==> config.mk <==
export PLATFORM = sky130hd
export DESIGN_NAME = instruction_sequencer_flat
export DESIGN_NICKNAME = d
export VERILOG_FILES = /design/src/rtl/instruction_sequencer_pkg.sv /design/src/rtl/instruction_sequencer_if.sv /design/src/rtl/instruction_sequencer_reg_file8x16.sv /design/src/rtl/instruction_sequencer.sv /design/src/flat_wrapper.sv
export SDC_FILE = /design/constraint.sdc
export NUM_CORES = 1
export LEC_CHECK = 0
export ABC_AREA = 1
export BUFFER_PORTS_ARGS = -buffer_cell sky130_fd_sc_hd__clkbuf_2
export CAP_MARGIN = 20
export CORE_ASPECT_RATIO = 0.9
export CORE_UTILIZATION = 65
export DETAILED_ROUTE_END_ITERATION = 7
export HOLD_SLACK_MARGIN = 0.1
export PLACE_DENSITY_LB_ADDON = 0.2
export SKIP_CTS_REPAIR_TIMING = 1
export SLEW_MARGIN = 20
export SYNTH_ARGS = -nofsm -noshare
export SYNTH_HDL_FRONTEND = slang
export SYNTH_HIERARCHICAL = 1
export SYNTH_SLANG_ARGS = --single-unit
==> constraint.sdc <==
create_clock -name Clock -period 6.3 [get_ports Clock]
set_clock_uncertainty 0.15 [all_clocks]
set_input_delay 1.26 -clock Clock [delete_from_list [all_inputs] [get_ports Clock]]
set_output_delay 1.26 -clock Clock [all_outputs]
set_load 0.02 [all_outputs]
==> src/rtl/instruction_sequencer_pkg.sv <==
// Shared definitions for the instruction sequencer and its program ROM:
// opcode values, instruction-word field positions, register-index width
// and the sequencer FSM state encoding.
// Optional feature macro: NOP_DELAY_EN (multi-cycle NOP delays).
package instruction_sequencer_pkg;

    localparam int ADDR_W    = 16;
    localparam int DATA_W    = 16;
    localparam int INSTR_W   = 28;
    localparam int LED_W     = 8;
    localparam int REG_IDX_W = 3;
    localparam int NUM_REGS  = 8;

    // Instruction word field positions
    localparam int OPC_LSB   = 24;
    localparam int OPC_W     = 4;
    localparam int DST_LSB   = 16;
    localparam int TGT_W     = 8;
    localparam int SRCA_LSB  = 8;
    localparam int SRCB_LSB  = 0;
    localparam int IMM_LSB   = 0;
    localparam int IMM_W     = 16;
    localparam int DLY_LSB   = 0;
    localparam int DLY_W     = 24;

    typedef enum logic [OPC_W-1:0] {
        OP_NOP = 4'd0,
        OP_LED = 4'd1,
        OP_BLE = 4'd2,
        OP_STO = 4'd3,
        OP_ADD = 4'd4,
        OP_JMP = 4'd5
    } opcode_e;

    typedef enum logic {
        ST_EXEC  = 1'b0,
        ST_DELAY = 1'b1
    } seq_state_e;

    // Sequential PC advance; wraps naturally from 16'hFFFF to 16'h0000
    function automatic logic [ADDR_W-1:0] pc_increment(input logic [ADDR_W-1:0] pc);
        return pc + 16'd1;
    endfunction

endpackage

==> src/rtl/instruction_sequencer_if.sv <==
// Program-ROM and status bus of the instruction sequencer.
// master: the sequencer (drives address, LED and stall, reads the ROM word).
// slave : the ROM / observer side.
interface instruction_sequencer_if;
    import instruction_sequencer_pkg::*;

    logic [ADDR_W-1:0]  oAddress;
    logic [INSTR_W-1:0] iInstruction;
    logic [LED_W-1:0]   oLed;
    logic               oStall;

    modport master (
        output oAddress,
        output oLed,
        output oStall,
        input  iInstruction
    );

    modport slave (
        input  oAddress,
        input  oLed,
        input  oStall,
        output iInstruction
    );

endinterface

==> src/rtl/instruction_sequencer_reg_file8x16.sv <==
// 8 x 16-bit general-purpose register file: two asynchronous read ports,
// one synchronous write port and an asynchronous active-low clear.
module reg_file8x16
    import instruction_sequencer_pkg::*;
(
    input  logic                 clk,
    input  logic                 rst_n,
    input  logic [REG_IDX_W-1:0] rd_idx_a,
    output logic [DATA_W-1:0]    rd_data_a,
    input  logic [REG_IDX_W-1:0] rd_idx_b,
    output logic [DATA_W-1:0]    rd_data_b,
    input  logic                 wr_en,
    input  logic [REG_IDX_W-1:0] wr_idx,
    input  logic [DATA_W-1:0]    wr_data
);

    logic [DATA_W-1:0] regs_r [NUM_REGS];

    // Register storage: cleared on reset, written on the rising edge when enabled
    always_ff @(posedge clk or negedge rst_n) begin
        if (!rst_n) begin
            for (int i = 0; i < NUM_REGS; i++) begin
                regs_r[i] <= 16'h0000;
            end
        end else if (wr_en) begin
            regs_r[wr_idx] <= wr_data;
        end
    end

    // Reads see pre-edge contents, so ADD with dst == src uses the old value
    assign rd_data_a = regs_r[rd_idx_a];
    assign rd_data_b = regs_r[rd_idx_b];

endmodule

==> src/rtl/instruction_sequencer.sv <==
// Instruction sequencer: fetches a 28-bit word from the program ROM at the
// PC, decodes it combinationally and commits one instruction per cycle.
// Optional feature macro: NOP_DELAY_EN -- when defined a NOP with count
// N >= 2 stalls in a DELAY state for N-1 extra cycles; when undefined every
// NOP takes one cycle and oStall is tied low.
module instruction_sequencer
    import instruction_sequencer_pkg::*;
(
    input  logic                     Clock,
    input  logic                     Reset,
    instruction_sequencer_if.master  bus
);

    logic [ADDR_W-1:0]    pc_r;
    logic [LED_W-1:0]     led_r;

    logic [INSTR_W-1:0]   instr_s;
    logic [OPC_W-1:0]     opcode_s;
    logic [REG_IDX_W-1:0] dst_idx_s;
    logic [REG_IDX_W-1:0] srca_idx_s;
    logic [REG_IDX_W-1:0] srcb_idx_s;
    logic [TGT_W-1:0]     target_s;
    logic [IMM_W-1:0]     imm_s;
    logic [DLY_W-1:0]     dly_s;
    logic [DATA_W-1:0]    rd_a_s;
    logic [DATA_W-1:0]    rd_b_s;
    logic [ADDR_W-1:0]    pc_inc_s;
    logic [ADDR_W-1:0]    pc_next_s;
    logic                 reg_we_s;
    logic [DATA_W-1:0]    reg_wdata_s;
    logic                 led_we_s;
    logic                 nop_long_s;
    logic                 exec_s;

`ifdef NOP_DELAY_EN
    seq_state_e           state_r;
    logic [DLY_W-1:0]     dly_cnt_r;
    logic                 stall_r;

    assign exec_s = (state_r == ST_EXEC);
`else
    assign exec_s = 1'b1;
`endif

    // Field extraction from the ROM word
    assign instr_s    = bus.iInstruction;
    assign opcode_s   = instr_s[OPC_LSB +: OPC_W];
    assign dst_idx_s  = instr_s[DST_LSB +: REG_IDX_W];
    assign srca_idx_s = instr_s[SRCA_LSB +: REG_IDX_W];
    assign srcb_idx_s = instr_s[SRCB_LSB +: REG_IDX_W];
    assign target_s   = instr_s[DST_LSB +: TGT_W];
    assign imm_s      = instr_s[IMM_LSB +: IMM_W];
    assign dly_s      = instr_s[DLY_LSB +: DLY_W];
    assign pc_inc_s   = pc_increment(pc_r);

    reg_file8x16 u_reg_file (
        .clk       (Clock),
        .rst_n     (Reset),
        .rd_idx_a  (srca_idx_s),
        .rd_data_a (rd_a_s),
        .rd_idx_b  (srcb_idx_s),
        .rd_data_b (rd_b_s),
        .wr_en     (reg_we_s),
        .wr_idx    (dst_idx_s),
        .wr_data   (reg_wdata_s)
    );

    // Decode: next PC, register write and LED load for the current word
    always_comb begin
        pc_next_s   = pc_inc_s;
        reg_we_s    = 1'b0;
        reg_wdata_s = 16'h0000;
        led_we_s    = 1'b0;
        nop_long_s  = 1'b0;
        case (opcode_s)
            OP_STO: begin
                reg_we_s    = exec_s;
                reg_wdata_s = imm_s;
            end
            OP_ADD: begin
                reg_we_s    = exec_s;
                reg_wdata_s = rd_a_s + rd_b_s;
            end
            OP_BLE: begin
                if (rd_a_s <= rd_b_s) begin
                    pc_next_s = {8'h00, target_s};
                end else begin
                    pc_next_s = pc_inc_s;
                end
            end
            OP_JMP: begin
                pc_next_s = {8'h00, target_s};
            end
            OP_LED: begin
                led_we_s = exec_s;
            end
            OP_NOP: begin
`ifdef NOP_DELAY_EN
                if (dly_s >= 24'd2) begin
                    nop_long_s = 1'b1;
                end else begin
                    nop_long_s = 1'b0;
                end
`else
                nop_long_s = 1'b0;
`endif
            end
            default: begin
                pc_next_s = pc_inc_s;
            end
        endcase
    end

`ifdef NOP_DELAY_EN
    // Sequencer FSM: commit in EXEC, count down NOP delays in DELAY
    always_ff @(posedge Clock or negedge Reset) begin
        if (!Reset) begin
            state_r   <= ST_EXEC;
            pc_r      <= 16'h0000;
            led_r     <= 8'h00;
            stall_r   <= 1'b0;
            dly_cnt_r <= 24'd0;
        end else begin
            case (state_r)
                ST_EXEC: begin
                    if (nop_long_s) begin
                        state_r   <= ST_DELAY;
                        dly_cnt_r <= dly_s - 24'd1;
                        stall_r   <= 1'b1;
                    end else begin
                        pc_r      <= pc_next_s;
                        stall_r   <= 1'b0;
                    end
                    if (led_we_s) begin
                        led_r <= rd_a_s[LED_W-1:0];
                    end
                end
                ST_DELAY: begin
                    if (dly_cnt_r == 24'd1) begin
                        state_r   <= ST_EXEC;
                        pc_r      <= pc_inc_s;
                        stall_r   <= 1'b0;
                        dly_cnt_r <= 24'd0;
                    end else begin
                        dly_cnt_r <= dly_cnt_r - 24'd1;
                    end
                end
                default: begin
                    state_r   <= ST_EXEC;
                    stall_r   <= 1'b0;
                    dly_cnt_r <= 24'd0;
                end
            endcase
        end
    end

    assign bus.oStall = stall_r;
`else
    // Single-state sequencer: every instruction, including NOP, commits in one cycle
    always_ff @(posedge Clock or negedge Reset) begin
        if (!Reset) begin
            pc_r  <= 16'h0000;
            led_r <= 8'h00;
        end else begin
            pc_r <= pc_next_s;
            if (led_we_s) begin
                led_r <= rd_a_s[LED_W-1:0];
            end
        end
    end

    assign bus.oStall = 1'b0;
`endif

    assign bus.oAddress = pc_r;
    assign bus.oLed     = led_r;

endmodule

==> src/flat_wrapper.sv <==
// flat-port wrapper written by rule: the top's interface ports become plain ports
module instruction_sequencer_flat import instruction_sequencer_pkg::*;
  (Clock, Reset, bus_oAddress, bus_oLed, bus_oStall, bus_iInstruction);
  instruction_sequencer_if bus_i ();
  input  logic Clock;
  input  logic Reset;
  output wire logic [$bits(bus_i.oAddress)-1:0] bus_oAddress;
  output wire logic [$bits(bus_i.oLed)-1:0] bus_oLed;
  output wire logic [$bits(bus_i.oStall)-1:0] bus_oStall;
  input wire logic [$bits(bus_i.iInstruction)-1:0] bus_iInstruction;
  assign bus_oAddress = bus_i.oAddress;
  assign bus_oLed = bus_i.oLed;
  assign bus_oStall = bus_i.oStall;
  assign bus_i.iInstruction = bus_iInstruction;
  instruction_sequencer u_core (.Clock(Clock), .Reset(Reset), .bus(bus_i));
endmodule
==> flow_summary.json, run 1 <==
{
  "cts_tree": "done",
  "synthesis.nets": 1636,
  "antenna_found_initial": 0,
  "synth_xor_area_frac": 0.0103,
  "synth_cells": 1573,
  "ys_types": 40,
  "rsz0062_at_grt": "no",
  "ys_seq_area_frac": 0.372,
  "hp-class": "register to register",
  "clk_pin_slew_ns": 0.06,
  "clock.fmax_ghz": 0.223,
  "dp.cells": 1775,
  "gp_congestion": 0.967,
  "max_slew_margin": 0.363,
  "worstPathArrival_ns": 4.67,
  "syn_area_sq_um": 10200,
  "ctsLongestPathBuffers": 2,
  "synth_mux_area_frac": 0.00771,
  "gr-usage-all-layers": 0.379,
  "row_count": 43,
  "max_slew.worst_pin.slew_ns": 0.955,
  "hold_end": "u_core/bus.oLed[0]",
  "setup_viol": 0,
  "detail-route-antenna-nets": 0,
  "portBuffers": 53,
  "nets": 1655,
  "fin_setup_tns_ns": 0,
  "dpl-instance-area_sq_um": 10600,
  "cp-startpoint": "bus_iInstruction[0]",
  "grt_overflow_total": 0,
  "htreeDepth": 4,
  "worstSetupStartpointType": "primary input",
  "min_from": "u_core/bus.oLed[0]",
  "ir_worst_vdd_v": 0.000240,
  "timing.rr.end": "u_core/u_reg_file/regs_r[24]",
  "holdPathStages": 2,
  "period_needed_ns": 4.49,
  "cp-end-kind": "register",
  "synth_compound_area_frac": 0.0919,
  "grt_pass1_vias": 9616,
  "yosys_warnings": 6,
  "syn2layout_area_growth_pct": 9.77,
  "initial_core_util": 0.664,
  "drive_above_1_share": 0.0867,
  "fp.dieW_microns": 134,
  "final_cell_area_sq_um": 11200,
  "core_sq_um": 15400,
  "stdcell_count": 1806,
  "fill_cells": 1267,
  "crit_required_ns": 6.48,
  "crit_type": "primary input to register",
  "dpl.hpwl_microns": 18800,
  "syn_area_per_cell_sq_um": 6.50,
  "ys_seq_elements": 152,
  "path_max_fanout": 64,
  "maxSlewViolCount": 0,
  "synth_top_family_by_area": "simple AND/OR/NAND/NOR gates",
  "ff2ff_path_depth": 19,
  "die_area_sq_um": 16200,
  "utilization": 0.729,
  "powerDensity_nw_per_um2": 264,
  "clkSinkCount": 152,
  "post_drt_via_cell_ratio": 5.71,
  "drc": 0,
  "first_iter_violations": 1257,
  "period_share": 0.713,
  "ioPinCount": 55,
  "die_h_microns": 121,
  "grt_pass1_wl_microns": 48000,
  "fin_worst_hold_slack_ns": 0.335,
  "outcome": "complete, no violations",
  "grt_max_degree": 98,
  "ff2ff_setup_slack_ns": 3.26,
  "yosys.area_share.adder": 0.0411,
  "antenna_cells": 0,
  "wl_per_cell_microns": 16.3,
  "insertion_delay_ns": 0.43,
  "cts_inserted_buffers": 17,
  "drt_wl_total_microns": 29400,
  "clockRootBuffer": "clkbuf_16",
  "hold_violations": 0,
  "vias": 10300,
  "yosys.area_share.simple": 0.360,
  "drt_first_pass_iters": 6,
  "p_leak_nw": 6.10,
  "cap_violations": 0,
  "timing.rr.start": "u_core/u_reg_file/regs_r[80]"
}
==> metrics by stage <==
stage / power, mW / worst slack [ns]
3_3_place_gp: 1.80 / 1.72
6_report: 2.96 / 1.81
5_1_grt: 3.10 / 1.46
3_5_place_dp: 1.82 / 1.62
2_1_floorplan: 1.62 / 2.62
4_1_cts: 2.95 / 2.03
==> Yosys cell counts, drive strengths merged <==
| master | instances | area share |
|---|---|---|
| a21o | 2 | 0.0015 |
| or2 | 2 | 0.0012 |
| nand3b | 5 | 0.0037 |
| ha | 32 | 0.039 |
| a32o | 3 | 0.0029 |
| nand3 | 166 | 0.082 |
| xor2 | 10 | 0.0086 |
| a22o | 1 | 0.00086 |
| a31o | 1 | 0.00086 |
| nor2 | 41 | 0.017 |
| a21boi | 1 | 0.00073 |
| buf | 47 | 0.023 |
| o21bai | 2 | 0.0015 |
| conb | 1 | 0.00037 |
| a32oi | 1 | 0.00086 |
| nand4 | 7 | 0.0049 |
| nor3 | 10 | 0.0081 |
| xnor2 | 2 | 0.0017 |
| clkbuf | 26 | 0.010 |
| nand2 | 658 | 0.24 |
| o21ai | 145 | 0.071 |
| mux2 | 7 | 0.0077 |
| fa | 1 | 0.0020 |
| a21oi | 24 | 0.012 |
| dfrtp | 152 | 0.37 |
| inv | 226 | 0.083 |
==> sequential cells by signal, summed over array words and instances (netlist names) <==
name,cells
u_core/bus.oAddress,16
u_core/bus.oLed,8
u_core/u_reg_file/regs_r,128
==> critical path, stage by stage <==
cell      delay (ns)
clkbuf_2        0.10
clkinv_2        0.72
nand2_1         0.30
nand3_1         0.09
nand2_1         0.09
nand2_1         0.07
nand2_1         0.13
inv_1           0.05
ha_1            0.38
inv_1           0.12
a21oi_1         0.19
o21ai_0         0.15
a21oi_1         0.21
a21oi_1         0.09
o21ai_1         0.29
inv_1           0.19
o21ai_0         0.20
==> worst max path at each step <==
stage | end | slack (ns)
global route | u_core/u_reg_file/regs_r[31] | 1.46
floorplan | u_core/u_reg_file/regs_r[106] | 2.62
finish | u_core/u_reg_file/regs_r[31] | 1.81
detailed placement | u_core/u_reg_file/regs_r[24] | 1.62
CTS | u_core/u_reg_file/regs_r[24] | 2.03
global placement | u_core/u_reg_file/regs_r[123] | 1.72
==> report_power, final <==
group          internal, mW  total [mW]  switching (mW)
Clock                 0.705        1.14           0.433
Combinational         0.222       0.684           0.462
Sequential             1.07        1.14          0.0677
Total                  2.00        2.96           0.962
==> layout by cell type (no fill, tap or decap), drive strengths merged, types with 5 or more instances in the layout <==
cell / instances
nand2: 658
inv: 228
nand3: 166
dfrtp: 152
o21ai: 145
clkbuf: 69
nor2: 41
ha: 32
a21oi: 24
buf: 21
xor2: 10
nor3: 10
mux2: 7
nand4: 7
bufinv: 5
nand3b: 5
clkinv: 5
==> area by class of cell <==
class,instances,area [sq um],share of cell area
clock buffers,17,425,0.0379
clock inverters,14,223,0.0199
inverters,226,852,0.0760
multi-input cells,1122,5230,0.466
flip-flops and latches,152,3800,0.339
well taps,202,253,0.0225
repair buffers,73,434,0.0387
==> kinds of logic after synthesis <==
group / count (synthesis)
flip-flops: 152
multiplexers: 7
XOR/XNOR: 12
other: 1
AND/OR/NAND/NOR: 889
adder cells (fa/ha/maj): 33
AO/OA/AOI/OAI: 180
buffers and inverters: 299
==> per-layer routing <==
layer	routed length (microns)	GRT usage
met5	0	0
met4	906	0.162
met1	12400	0.512
met2	13300	0.592
met3	2820	0.0794
Note: power is estimated with default switching activity, not from simulation.
==> run 2, diff against run 1 <==
CORE_UTILIZATION = 56   (was 65)
clock period = 4.1 ns   (was 6.3 ns; I/O delays follow)
==> run 2 against run 1 <==
Compared with the run above: global-route usage shrank 5.1 points; flip-flop and latch count is the same; largest power group unchanged; clock power grew 45%; via count shrank 1.1%; critical path depth grew 3; sequential share of layout area shrank 0.63 points; non-clock buffer count grew 14; worst setup slack lost 1.2 ns; worst hold slack lost 0.080 ns; register-to-register slack lost 2.2 ns.
==> flow_summary.json, run 2 (same netlist as run 1, synthesis figures left out) <==
{
  "hold_violations": 0,
  "die_area_sq_um": 18800,
  "top_register": "u_core/u_reg_file/regs_r",
  "seq_area_sq_um": 3800,
  "worstSetupStartpointType": "primary input",
  "antenna_found_initial": 0,
  "powerDensity_nw_per_um2": 391,
  "clock.fmax_ghz": 0.285,
  "vias": 10200,
  "stdcell_count": 1859,
  "fp.dieW_microns": 144,
  "fin_worst_hold_slack_ns": 0.255,
  "grt_pass1_vias": 9320,
  "initial_core_util": 0.577,
  "utilization": 0.645,
  "crit_required_ns": 4.30,
  "nets": 1669,
  "syn2layout_area_growth_pct": 11.8,
  "cts_inserted_buffers": 17,
  "period_needed_ns": 3.50,
  "p_leak_nw": 6.19,
  "ctsLongestPathBuffers": 2,
  "crit_type": "primary input to register",
  "htreeDepth": 4,
  "dp.cells": 1827,
  "gr-usage-all-layers": 0.328,
  "first_iter_violations": 1052,
  "period_share": 0.854,
  "post_drt_via_cell_ratio": 5.49,
  "drt_first_pass_iters": 6,
  "drive_above_1_share": 0.0951,
  "final_cell_area_sq_um": 11400,
  "die_h_microns": 130,
  "clk_pin_slew_ns": 0.07,
  "path_max_fanout": 30,
  "ir_worst_vdd_v": 0.000268,
  "timing.rr.start": "u_core/u_reg_file/regs_r[18]",
  "cp-end-kind": "register",
  "cp-startpoint": "bus_iInstruction[0]",
  "clockRootBuffer": "clkbuf_16",
  "insertion_delay_ns": 0.44,
  "hp-class": "primary input to asynchronous set/reset pin",
  "max_slew.worst_pin.slew_ns": 0.685,
  "grt_pass1_wl_microns": 47200,
  "setup_viol": 0,
  "fin_setup_tns_ns": 0,
  "fill_cells": 1641,
  "grt_max_degree": 70,
  "antenna_cells": 0,
  "cts_tree": "done",
  "largest_register_ffs": 128,
  "max_slew_margin": 0.543,
  "drt_wl_total_microns": 29500,
  "core_sq_um": 17700,
  "wl_per_cell_microns": 15.9,
  "detail-route-antenna-nets": 0,
  "row_count": 46,
  "rsz0062_at_grt": "no",
  "portBuffers": 53,
  "layout_common_cells": "nand2_1 (655), inv_1 (217), nand3_1 (164), dfrtp_1 (152), o21ai_0 (143)",
  "gp_congestion": 0.992,
  "ioPinCount": 55,
  "maxSlewViolCount": 0,
  "outcome": "complete, no violations",
  "clkSinkCount": 152,
  "multi_input_area_sq_um": 5230,
  "worstPathArrival_ns": 3.71,
  "cap_violations": 0,
  "drc": 0,
  "dpl.hpwl_microns": 19400,
  "layout_commonest_cell": "nand2_1",
  "grt_overflow_total": 0,
  "dpl-instance-area_sq_um": 10800
}
-- run 2: changes by cell type in the layout (fill, tap and decap cells not counted), sizes merged --
| cell | before | now |
|---|---|---|
| buf | 21 | 35 |
| inv | 228 | 234 |
| bufinv | 5 | 2 |
| clkinv | 5 | 4 |
| clkinvlp | 2 | 1 |
-- run 2: layout make-up --
type                    count  area share
multi-input cells        1122       0.457
clock inverters            15      0.0160
flip-flops and latches    152       0.333
repair buffers             87      0.0559
inverters                 226      0.0744
well taps                 240      0.0263
clock buffers              17      0.0372
-- run 2: power by group --
part           switching [mW]  total (mW)  internal, mW
Sequential              0.104        1.75          1.65
Clock                   0.726        1.65         0.924
Combinational           0.702        1.06         0.359
Total                    1.53        4.46          2.93
-- run 2: worst paths after layout --
check	slack, ns	cells after the start	end
min in group Clock	0.34	2	u_core/u_reg_file/regs_r[105]
max reg2reg	1.05	18	u_core/u_reg_file/regs_r[123]
min	0.25	1	u_core/u_reg_file/regs_r[127]
max	0.60	20	u_core/u_reg_file/regs_r[123]
min reg2reg	0.34	2	u_core/u_reg_file/regs_r[105]
max in group asynchronous	2.71	2	u_core/u_reg_file/regs_r[23]
-- run 2: per-layer routing --
metal	vias to the layer above	part of all wire	GRT usage
li1	4941	-	-
met4	0	0.028	0.139
met2	465	0.45	0.511
met1	4727	0.44	0.445
met5	-	0	0
met3	71	0.084	0.0661
-- run 2: stage by stage --
stage	power (mW)	worst slack (ns)
4_1_cts	4.47	0.669
6_report	4.46	0.597
5_1_grt	4.69	0.339
3_5_place_dp	2.82	0.224
2_1_floorplan	2.49	0.862
3_3_place_gp	2.79	0.295
-- run 2: critical path, stage by stage --
cell	delay, ns
clkbuf_2	0.13
inv_2	0.33
buf_12	0.25
nand2_1	0.08
nand3_1	0.07
nand2_1	0.06
nand2_1	0.08
nand2_1	0.10
inv_1	0.06
ha_1	0.26
inv_1	0.12
nand2_1	0.08
nor2_1	0.10
nand2_1	0.06
nand2_1	0.11
a21o_1	0.16
nor2_1	0.04
o21ai_0	0.34
inv_1	0.22
o21ai_0	0.22
==> run 3, diff against run 2 <==
GPL_ROUTABILITY_DRIVEN = 0   (was not set)
SYNTH_HIERARCHICAL = not set   (was 1)
==> run 3 against run 2 <==
Compared with the run above: utilization grew 0.40 points; synthesized cell count down 7.5%; combinational power up 17%; worst hold slack better by 0.0016 ns; via count down 2.0%; sequential power is 7% higher; final cell count shrank 6.1%; wire length is 1.8% higher; design area shrank 3.2%; register-to-register slack worse by 0.04 ns; flip-flop and latch count unchanged; critical endpoint is now u_core.u_reg_file.regs_r[108]; largest power group unchanged.
==> flow_summary.json, run 3 <==
{
  "crit_required_ns": 4.28,
  "outcome": "complete, no violations",
  "crit_type": "primary input to register",
  "powerDensity_nw_per_um2": 416,
  "layout_common_cells": "nand2_1 (459), o21ai_0 (197), dfrtp_1 (152), inv_1 (149), nor2_1 (132)",
  "nets": 1560,
  "cts_inserted_buffers": 17,
  "synth.most_common_cell": "nand2_1",
  "core_sq_um": 17100,
  "syn_area_sq_um": 9900,
  "htreeDepth": 4,
  "period_share": 0.864,
  "max_slew_margin": 0.518,
  "timing.rr.start": "u_core.u_reg_file.regs_r[42]",
  "portBuffers": 53,
  "cp-end-kind": "register",
  "top_register": "u_core.u_reg_file.regs_r",
  "crit_chain": "clkbuf_2, buf_4, o21ai_0, o21ai_0, a21oi_1, a31oi_1, ha_1, nor2_1, nand2_1, nor2_1, nand2_1, nand3_1, nand2_1, nand3_1, nand2_1, nand2_1, nand2_1",
  "utilization": 0.649,
  "grt_overflow_total": 0,
  "yosysTopAreaCell": "dfrtp_1",
  "ioPinCount": 55,
  "synthTopCellsByArea": "dfrtp_1 (38%), nand2_1 (17%), o21ai_0 (10%)",
  "crit_top_cell": "nand2_1",
  "dpl-instance-area_sq_um": 10500,
  "die_area_sq_um": 18200,
  "ff2ff_path_depth": 18,
  "ys_types": 41,
  "vias": 9997,
  "post_drt_via_cell_ratio": 5.73,
  "clockRootBuffer": "clkbuf_16",
  "wl_per_cell_microns": 17.2,
  "rsz0062_at_grt": "no",
  "max_stage_delay_ns": 0.38,
  "synth_ff_type": "dfrtp_1",
  "grt_pass1_vias": 9391,
  "hp-class": "primary input to asynchronous set/reset pin",
  "drt_first_pass_iters": 6,
  "drc": 0,
  "grt_pass1_wl_microns": 48300,
  "initial_core_util": 0.580,
  "layout_commonest_cell": "nand2_1",
  "syn_area_per_cell_sq_um": 6.81,
  "clkSinkCount": 152,
  "antenna_cells": 0,
  "synth_edf_count": 0,
  "largest_register_ffs": 128,
  "stdcell_count": 1745,
  "p_leak_nw": 5.68,
  "syn2layout_area_growth_pct": 11.8,
  "fp.dieW_microns": 142,
  "row_count": 45,
  "worst_path_max_delay_cell": "ha_1",
  "setup_viol": 0,
  "worstPathArrival_ns": 3.72,
  "ys_seq_elements": 152,
  "dpl.hpwl_microns": 19800,
  "synth_cells": 1455,
  "yosys_warnings": 0,
  "grt_max_degree": 75,
  "ctsLongestPathBuffers": 2,
  "synthesis.nets": 1518,
  "worstSetupStartpointType": "primary input",
  "maxSlewViolCount": 0,
  "antenna_found_initial": 0,
  "clk_pin_slew_ns": 0.07,
  "cts_tree": "done",
  "synth_top_cell_area_share": 0.384,
  "drt_wl_total_microns": 30100,
  "die_h_microns": 128,
  "max_slew.worst_pin.slew_ns": 0.723,
  "insertion_delay_ns": 0.44,
  "cap_violations": 0,
  "fin_setup_tns_ns": 0,
  "hold_violations": 0,
  "clock.fmax_ghz": 0.282,
  "fill_cells": 1589,
  "ys_seq_area_frac": 0.384,
  "dp.cells": 1713,
  "fin_worst_hold_slack_ns": 0.256,
  "final_cell_area_sq_um": 11100,
  "detail-route-antenna-nets": 0,
  "ys_async_sr_fraction": 1.00,
  "path_max_fanout": 36,
  "ir_worst_vdd_v": 0.000259,
  "first_iter_violations": 1291,
  "timing.rr.end": "u_core.u_reg_file.regs_r[108]",
  "drive_above_1_share": 0.103,
  "gr-usage-all-layers": 0.346,
  "synth_common_cells": "nand2_1 (459), o21ai_0 (197), dfrtp_1 (152), inv_1 (150), nor2_1 (132)",
  "ff2ff_setup_slack_ns": 1.01,
  "period_needed_ns": 3.54
}
## run 3: cell count changes after synthesis, moves of 54 or more
cell,previous run,this run
a21oi_1,24,98
nand2_1,655,459
nor2_1,35,132
o21ai_0,143,197
nand3_1,164,34
inv_1,217,150
## run 3: cell families after synthesis
| family | Yosys count | share of synthesized area |
|---|---|---|
| and+or+nand+nor | 657 | 0.271 |
| other | 1 | 0.000379 |
| DFF | 152 | 0.384 |
| xor gates and xnor gates | 13 | 0.0115 |
| adders and majority gates | 33 | 0.0425 |
| AOI/OAI and AO/OA | 367 | 0.195 |
| buffers and inverters | 232 | 0.0961 |
## run 3: layout make-up
class	instances	area (sq um)	area share
clock inverter	14	113	0.0102
tap	235	294	0.0266
inverter	163	619	0.0560
timing repair buffer	92	652	0.0589
multi-input combinational	1071	5150	0.465
sequential	152	3800	0.344
clock buffer	18	439	0.0397
## run 3: metal layers
metal,global-route usage,wire length (microns),vias to the layer above
li1,-,-,4756
met1,0.449,12200,4581
met2,0.543,13500,553
met3,0.0770,3160,107
met4,0.179,1220,0
met5,0,0,-
## run 3: how the worst max path moves through the flow
stage / startpoint / end / slack [ns] / cells after the start
after global placement: bus_iInstruction[0] / u_core.u_reg_file.regs_r[60] / 0.29 / 19
after floorplan: bus_iInstruction[0] / u_core.bus.oAddress[5] / 0.70 / 20
after detailed placement: bus_iInstruction[8] / u_core.u_reg_file.regs_r[108] / 0.23 / 17
after global routing: bus_iInstruction[0] / u_core.u_reg_file.regs_r[27] / 0.30 / 21
after CTS: bus_iInstruction[8] / u_core.u_reg_file.regs_r[108] / 0.68 / 17
final: bus_iInstruction[8] / u_core.u_reg_file.regs_r[108] / 0.56 / 17
## run 3: worst max-delay path, delay by kind of cell
kind,cells,cell delay (ns)
AOI/OAI and AO/OA,4,0.77
adders and majority gates,1,0.38
buffers and inverters,2,0.46
and+or+nand+nor,10,1.25
## run 3: power breakdown
group / switching [mW] / internal (mW) / total [mW]
clock network: 0.686 / 0.803 / 1.49
logic: 0.799 / 0.440 / 1.24
registers: 0.154 / 1.72 / 1.88
## run 3: metrics by stage
step                      setup WS (ns)  power, mW
after floorplan                   0.702       2.73
after global routing              0.296       4.86
final                             0.559       4.60
after CTS                         0.683       4.60
after global placement            0.295       3.08
after detailed placement          0.231       3.11
